==> src/rtl/aes_pipe_pkg.sv <==
// Shared AES pipeline definitions: block width, encryptor latency
// and the ciphertext block type.
package aes_pipe_pkg;
   localparam int AES_BLOCK_W        = 128;
   localparam int AES128_ENC_LATENCY = 11;
   typedef logic [AES_BLOCK_W-1:0] blk_t;
endpackage

==> src/rtl/aes_blk_fifo.sv <==
// Synchronous first-word-fall-through FIFO with wrap-bit pointers.
// A push into a full FIFO only lands when a pop frees the slot.
module aes_blk_fifo
   import aes_pipe_pkg::*;
#(
   parameter int W     = AES_BLOCK_W,
   parameter int DEPTH = 16,
   localparam int AW   = $clog2(DEPTH)
) (
   input  logic          clk,
   input  logic          rst,
   input  logic          push,
   input  logic [W-1:0]  din,
   input  logic          pop,
   output logic [W-1:0]  dout,
   output logic          full,
   output logic          empty,
   output logic [AW:0]   level
);
   localparam logic [AW:0] FULL_LVL = DEPTH[AW:0];

   logic [W-1:0] mem [DEPTH];
   logic [AW:0]  wr_cnt;
   logic [AW:0]  rd_cnt;
   logic         do_pop;
   logic         do_push;

   assign level   = wr_cnt - rd_cnt;
   assign empty   = (level == '0);
   assign full    = (level == FULL_LVL);
   assign do_pop  = pop && !empty;
   assign do_push = push && (!full || do_pop);

   always_ff @(posedge clk) begin
      if (!rst) begin
         wr_cnt <= '0;
         rd_cnt <= '0;
      end else begin
         if (do_push)
            wr_cnt <= wr_cnt + (AW+1)'(1);
         if (do_pop)
            rd_cnt <= rd_cnt + (AW+1)'(1);
      end
   end

   // storage is deliberately left out of reset
   always_ff @(posedge clk) begin
      if (do_push)
         mem[wr_cnt[AW-1:0]] <= din;
   end

   assign dout = empty ? '0 : mem[rd_cnt[AW-1:0]];
endmodule

==> src/rtl/aes_enc_collector.sv <==
// Collects ciphertext from the fixed-latency AES encryptor into a FIFO.
// Optional delivered-block counter: define AES_COLLECT_CNT_EN.
module aes_enc_collector
   import aes_pipe_pkg::*;
#(
   parameter int BLOCK_LENGTH = AES_BLOCK_W,
   parameter int LATENCY      = AES128_ENC_LATENCY,
   parameter int DEPTH        = 16,
   localparam int AW          = $clog2(DEPTH),
   localparam int IW          = $clog2(LATENCY+1)
) (
   input  logic                    clk,
   input  logic                    rst,
   input  logic                    enc_enable,
   input  logic [BLOCK_LENGTH-1:0] enc_out,
   output logic                    accept,
   output logic [BLOCK_LENGTH-1:0] out_data,
   output logic                    out_valid,
   input  logic                    out_ready,
   output logic [AW:0]             level,
   output logic                    overflow,
   output logic [31:0]             blk_count
);
   logic [LATENCY-1:0] dl;
   logic [IW-1:0]      inflight;
   logic               cap;
   logic               pop;
   logic               full;
   logic               empty;
   logic [AW:0]        lvl;

   assign cap       = dl[LATENCY-1];
   assign out_valid = !empty;
   assign pop       = out_valid && out_ready;
   assign level     = lvl;

   // same-cycle pops are not credited, so the issuer is held back early
   assign accept = (32'(lvl) + 32'(inflight)) < 32'(DEPTH);

   always_ff @(posedge clk) begin
      if (!rst) begin
         dl       <= '0;
         inflight <= '0;
         overflow <= 1'b0;
      end else begin
         dl[0] <= enc_enable;
         for (int k = 1; k < LATENCY; k++)
            dl[k] <= dl[k-1];
         unique case ({enc_enable, cap})
            2'b10:   inflight <= inflight + IW'(1);
            2'b01:   inflight <= inflight - IW'(1);
            default: inflight <= inflight;
         endcase
         if (cap && full && !pop)
            overflow <= 1'b1;
      end
   end

   aes_blk_fifo #(
      .W     (BLOCK_LENGTH),
      .DEPTH (DEPTH)
   ) u_fifo (
      .clk   (clk),
      .rst   (rst),
      .push  (cap),
      .din   (enc_out),
      .pop   (pop),
      .dout  (out_data),
      .full  (full),
      .empty (empty),
      .level (lvl)
   );

`ifdef AES_COLLECT_CNT_EN
   logic [31:0] cnt;

   always_ff @(posedge clk) begin
      if (!rst)
         cnt <= '0;
      else if (pop)
         cnt <= cnt + 32'd1;
   end

   assign blk_count = cnt;
`else
   assign blk_count = '0;
`endif
endmodule

==> config.mk <==
export PLATFORM = sky130hd
export DESIGN_NAME = aes_enc_collector
export DESIGN_NICKNAME = d
export VERILOG_FILES = /design/src/rtl/aes_pipe_pkg.sv /design/src/rtl/aes_blk_fifo.sv /design/src/rtl/aes_enc_collector.sv
export SDC_FILE = /design/constraint.sdc
export NUM_CORES = 2
export LEC_CHECK = 0
export BUFFER_PORTS_ARGS = -buffer_cell sky130_fd_sc_hd__buf_4
export CAP_MARGIN = 20
export CORE_MARGIN = 10
export CORE_UTILIZATION = 60
export CTS_CLUSTER_DIAMETER = 40
export DETAILED_ROUTE_END_ITERATION = 6
export PLACE_DENSITY = 0.85
export SLEW_MARGIN = 15
export SYNTH_ARGS = -nofsm -noshare
export SYNTH_HDL_FRONTEND = slang
export SYNTH_SLANG_ARGS = --single-unit
==> constraint.sdc <==
create_clock -name clk -period 18.7 [get_ports clk]
set_input_delay 1.87 -clock clk [delete_from_list [all_inputs] [get_ports clk]]
set_output_delay 1.87 -clock clk [all_outputs]
set_load 0.005 [all_outputs]
Yosys cells after proc, flatten, opt, wreduce, memory -nomap -nowiden
Memories as Yosys holds them, arrays and structs flattened. A register that Yosys moved wholly into a read port is not among the register bits.
Index checks and enable logic that the tools add are counted.
- memories kept: 1
- register bits: 26
- output and inout port bits: 168
- memory bits (writable): 2048
- latch bits: 0
- ROM bits: 0
- input bits: 132
- logic and storage cells: 33
- memory list (memory ; depth ; width ; rd ports ; clocked after memory_dff ; wr ports ; RTL line ; text):
    u_fifo.mem ; 16 ; 128 ; 1 ; 1 ; 1 ; aes_blk_fifo.sv:22 ; logic [W-1:0] mem [DEPTH];
- order comparisons: 1
- shift operators: 0
- equal/unequal tests: 3
- reductions and logical operators: 11
- div/mod/pow operators: 0
- bitwise logic cells: 0
- multiply operators: 0
- add/subtract/negate cells: 6
- multiplexer cells: 6
- operators with widths (kind ; count):
    2-to-1 mux 128 bit ; 1
    adder 5 x 1 -> 5 bit (second input constant) ; 2
    2-to-1 mux 4 bit ; 2
    case mux 4 bit (2 select lines) ; 1
    adder 5 x 4 -> 6 bit ; 1
    < comparator 6 x 5 -> 1 bit (second input constant) ; 1
    == test 5 bit (second input constant) ; 1
    logical AND 1 bit ; 5
    logical NOT 5 bit ; 1
    subtractor 5 bit ; 1
    adder 4 x 1 -> 4 bit (second input constant) ; 1
    subtractor 4 x 1 -> 4 bit (second input constant) ; 1
    logical NOT 1 bit ; 3
    == test 2 x 1 -> 1 bit (second input constant) ; 1
    == test 2 bit (second input constant) ; 1
    2-to-1 mux 1 bit ; 2
    nonzero test 2 bit ; 1
    logical OR 1 bit ; 1

Depth between registers and ports, before layout
- depth after elaboration: 9
- mapped depth: 12
- gate-level depth less buffers: 9

Cells and area by module
A second synthesis with hierarchy kept.
- cells, all modules: 3273
- area total of the unflattened synthesis: 79706.4 µm²
- modules (own cells, without submodules) (module ; times used ; sequential area each (µm²) ; cells an instance ; area an instance (µm²)):
    aes_blk_fifo ; 1 ; 61779.3 ; 3176 ; 78794.3
    aes_enc_collector ; 1 ; 320.3 ; 97 ; 912.1

Least setup slack after synthesis
Ideal clock, no wire load.
- kind: input to register
- from: in out_ready
- to: mem u_fifo.mem[0][0] (netlist bit), enable pin
- stages: 4
- slack: 3486 ps
- arrival: 14285 ps
- library setup time: 929 ps
- path buffers: 1
- required time: 17771 ps
- cells stage by stage: inv_1 -> and3_1 -> clkbuf_1 -> nor4_1
- longest elaborated chain between the ends: 6
- ends and longest elaborated chain (what ; RTL line ; text):
    start: declaration ; aes_enc_collector.sv:19 ; input logic out_ready,
    logical AND 1 bit ; aes_enc_collector.sv:34 ; assign pop = out_valid && out_ready;
    logical AND 1 bit ; aes_blk_fifo.sv:31 ; assign do_pop = pop && !empty;
    logical OR 1 bit ; aes_blk_fifo.sv:32 ; assign do_push = push && (!full || do_pop);
    logical AND 1 bit ; aes_blk_fifo.sv:32 ;
    2-to-1 mux 1 bit ; aes_blk_fifo.sv:48 ; if (do_push)
    2-to-1 mux 1 bit (implied by the code) ; aes_blk_fifo.sv:49 ; mem[wr_cnt[AW-1:0]] <= din;
    end: declaration ; aes_blk_fifo.sv:22 ;
No other way between the ends.

==> impl_metrics.yaml <==
status:
  status: "finished, violations left"
  violations: "DRC"
power_and_ir_drop:
  pwr-share-clk_pct: 37.1
  powerDensity_nw_per_um2: 132
  switching_share_pct: 26.1
  switching_power_mw: 3.14
  p_leak_nw: 28.1
  ir_worst_vdd_mv: 0.141
  pwr-share-comb_pct: 20.2
  intPower_mw: 8.91
  seq_power_share_pct: 42.7
cts:
  cts_sinks: 2078
  cts_resized: 0
  clkLatencyLatePin_ps: 870
  postCtsSetupRepairBufs: 0
  cts_buffer_depth: 3
  cts_tree: "done"
  cts_made_buffers: 218
  hold_buffers: 0
  cts.clk_slew.worst_paths_ps: 60
  cts_root_buffer: "clkbuf_16"
  h-tree-depth: 4
worst_setup_path:
  max_stage_delay_ps: 940
  path_class: "flop to output pin"
  required_ps: 16830
  crit_fanout: 71
  crit_top_cell: "buf_4"
  start_kind: "flop"
  endpoint_kind: "output pin"
  r2r-end: "u_fifo.mem[1][127]"
  arrival_ps: 6080
  cp_cell_sequence: "buf_4 -> buf_4 -> buf_4 -> mux4_2 -> mux4_2 -> nor2b_1 -> buf_4"
  r2r_slack_ps: 12850
  path_delay_family: "buffers and inverters"
  cp_num_buf_inv: 4
  critPathSlowestCell: "buf_4"
  r2r_cells: 12
  r2r_start: "u_fifo.wr_cnt[0]"
timing:
  timing.fmax_ghz: 0.126
  setup_violations: 0
  grt_setup_unrepaired: "no"
  hold_viol: 0
  worstMarginPinSlew_ps: 1160
  min_period_ps: 7950
  setup_ws_ps: 10750
  finalCritPeriodShare_pct: 42.5
  clock_skew_ps: 54.8
  fin_tns_setup_ps: 0
  relSlewSlack_pct: 22.4
  drv_slew: 0
floorplan:
  die_w_um: 384
  die-area_um2: 148000
  start_util_pct: 60.5
  die-height_um: 384
  coreArea_um2: 132000
  io_pins: 300
  rows: 133
route:
  via_per_inst: 6.83
  ant_nets: 0
  drc: 2
  route.vias.total: 38300
  first_iter_violations: 4942
  drt_first_pass_iters: 7
  wl_per_cell_um: 34.8
  routed_wl_mm: 195
global_routing:
  grt_pass1_vias: 39900
  grt_max_degree: 116
  antenna_found_initial: 28
  grt_overflow_total: 0
  track_usage_pct: 26.6
  grt_pass1_wl_mm: 283
final_layout:
  area_growth_pct: 14.3
  layout_common_cells: "2048 x edfxtp_1, 598 x mux4_2, 327 x buf_4, 218 x clkbuf_16, 130 x nor2b_1"
  nets: 3810
  instances_no_fill: 5611
  utilization_pct: 69.1
  drive_gt1_share_pct: 33.9
  final_common_cell: "edfxtp_1"
logic_synthesis:
  syn_area_um2: 79600
  yosys_warnings: 0
  synthFlopType: "edfxtp_1"
  async_reset_ff_share_pct: 0
  syn-instance-count: 3288
  synth_edf_count: 2048
  syn_area_per_cell_um2: 24.2
  yosysSeqAreaShare_pct: 78.0
  ys_ff_latch: 2078
  ys_types: 41
worst_hold_path:
  hold_class: "flop to flop"
  holdPathEnd: "dl[2]"
  hp-start: "dl[1]"
  whs_path_depth: 1
placement:
  dp.cells: 5196
  dp_hpwl_mm: 90.1
  globalplace.congestion: 0.753
  pre_cts_slack_ps: 11730
  numPortBuffers: 267
run:
  max_cap_viol_count: 0
[per-stage QoR]
stage / instance area [µm²] / hold WS [ps] / power, mW
after floorplan: 79700 / 412 / 6.76
after global placement: 83500 / 419 / 7.60
after detailed placement: 83500 / 419 / 7.65
after CTS: 91000 / 437 / 12.1
after global routing: 91000 / 450 / 12.4
final: 91000 / 432 / 12.1
[layer usage]
layer,global-route usage (%),share of wire [%],vias to the layer above
met2,42.8,50,2847
met4,9.05,3.0,32
met5,0,0.098,-
li1,-,-,14800
met1,35.5,35,20200
met3,7.53,11,428
[registers in the layout (all words and copies together), names as in the netlist, named ones only]
| register | cells |
|---|---|
| u_fifo.mem | 2048 |
| overflow | 1 |
| inflight | 4 |
| dl | 11 |
| u_fifo.rd_cnt | 5 |
| u_fifo.wr_cnt | 5 |
[logic make-up after synthesis]
group / synth area share [%]
flip-flops: 78.0
multiplexers: 17.5
buffers and inverters: 1.59
AND/OR/NAND/NOR: 1.50
AO/OA/AOI/OAI: 1.03
adder cells (fa/ha/maj): 0.286
XOR/XNOR: 0.0880
other: 0.00471
[cells in the mapped netlist (2+ instances only)]
master	number	share of area, %
buf_2	28	0.18
inv_1	14	0.066
fa_1	2	0.050
clkbuf_1	94	0.44
buf_6	13	0.18
nand3b_1	3	0.028
edfxtp_1	2048	77
and2_1	14	0.11
a21oi_1	5	0.031
a31oi_1	3	0.024
nand2b_1	5	0.039
xor2_1	5	0.055
a21boi_1	6	0.057
ha_1	15	0.24
mux2i_1	47	0.59
dfxtp_1	30	0.75
nor3_1	12	0.075
buf_1	3	0.014
nor4_1	4	0.031
nand2_1	17	0.080
or3_1	5	0.039
nand4_1	3	0.024
a211oi_1	84	0.79
and3_1	2	0.016
nor2b_1	130	1.0
o21ai_0	8	0.050
mux4_2	598	17
buf_4	75	0.71
xnor2_1	3	0.033
[layout make-up]
cell class,instances,area [µm²]
Tap cell,1755,2200
Multi-Input combinational cell,1014,16500
Timing Repair Buffer,335,2620
Fill cell,7303,40600
Clock inverter,160,1950
Clock buffer,241,5560
Sequential cell,2078,62100
Antenna cell,14,35.0
Inverter,14,52.6
[power by group through the flow]
stage | combinational (mW) | sequential [mW] | clock [mW]
global placement | 2.36 | 5.25 | 0
CTS | 2.46 | 5.15 | 4.52
floorplan | 1.55 | 5.22 | 0
global route | 2.59 | 5.15 | 4.69
detailed placement | 2.40 | 5.25 | 0
finish | 2.43 | 5.15 | 4.47
[how the worst max path moves through the flow]
stage	to	cells after the start	startpoint
after floorplan	u_fifo.mem[0][0]	4	out_ready
after global routing	out_data[99]	7	flop
after global placement	out_data[96]	7	flop
final	out_data[99]	7	flop
after detailed placement	out_data[96]	7	flop
after CTS	out_data[99]	7	flop
No activity file was read; power rests on OpenSTA's default activity.
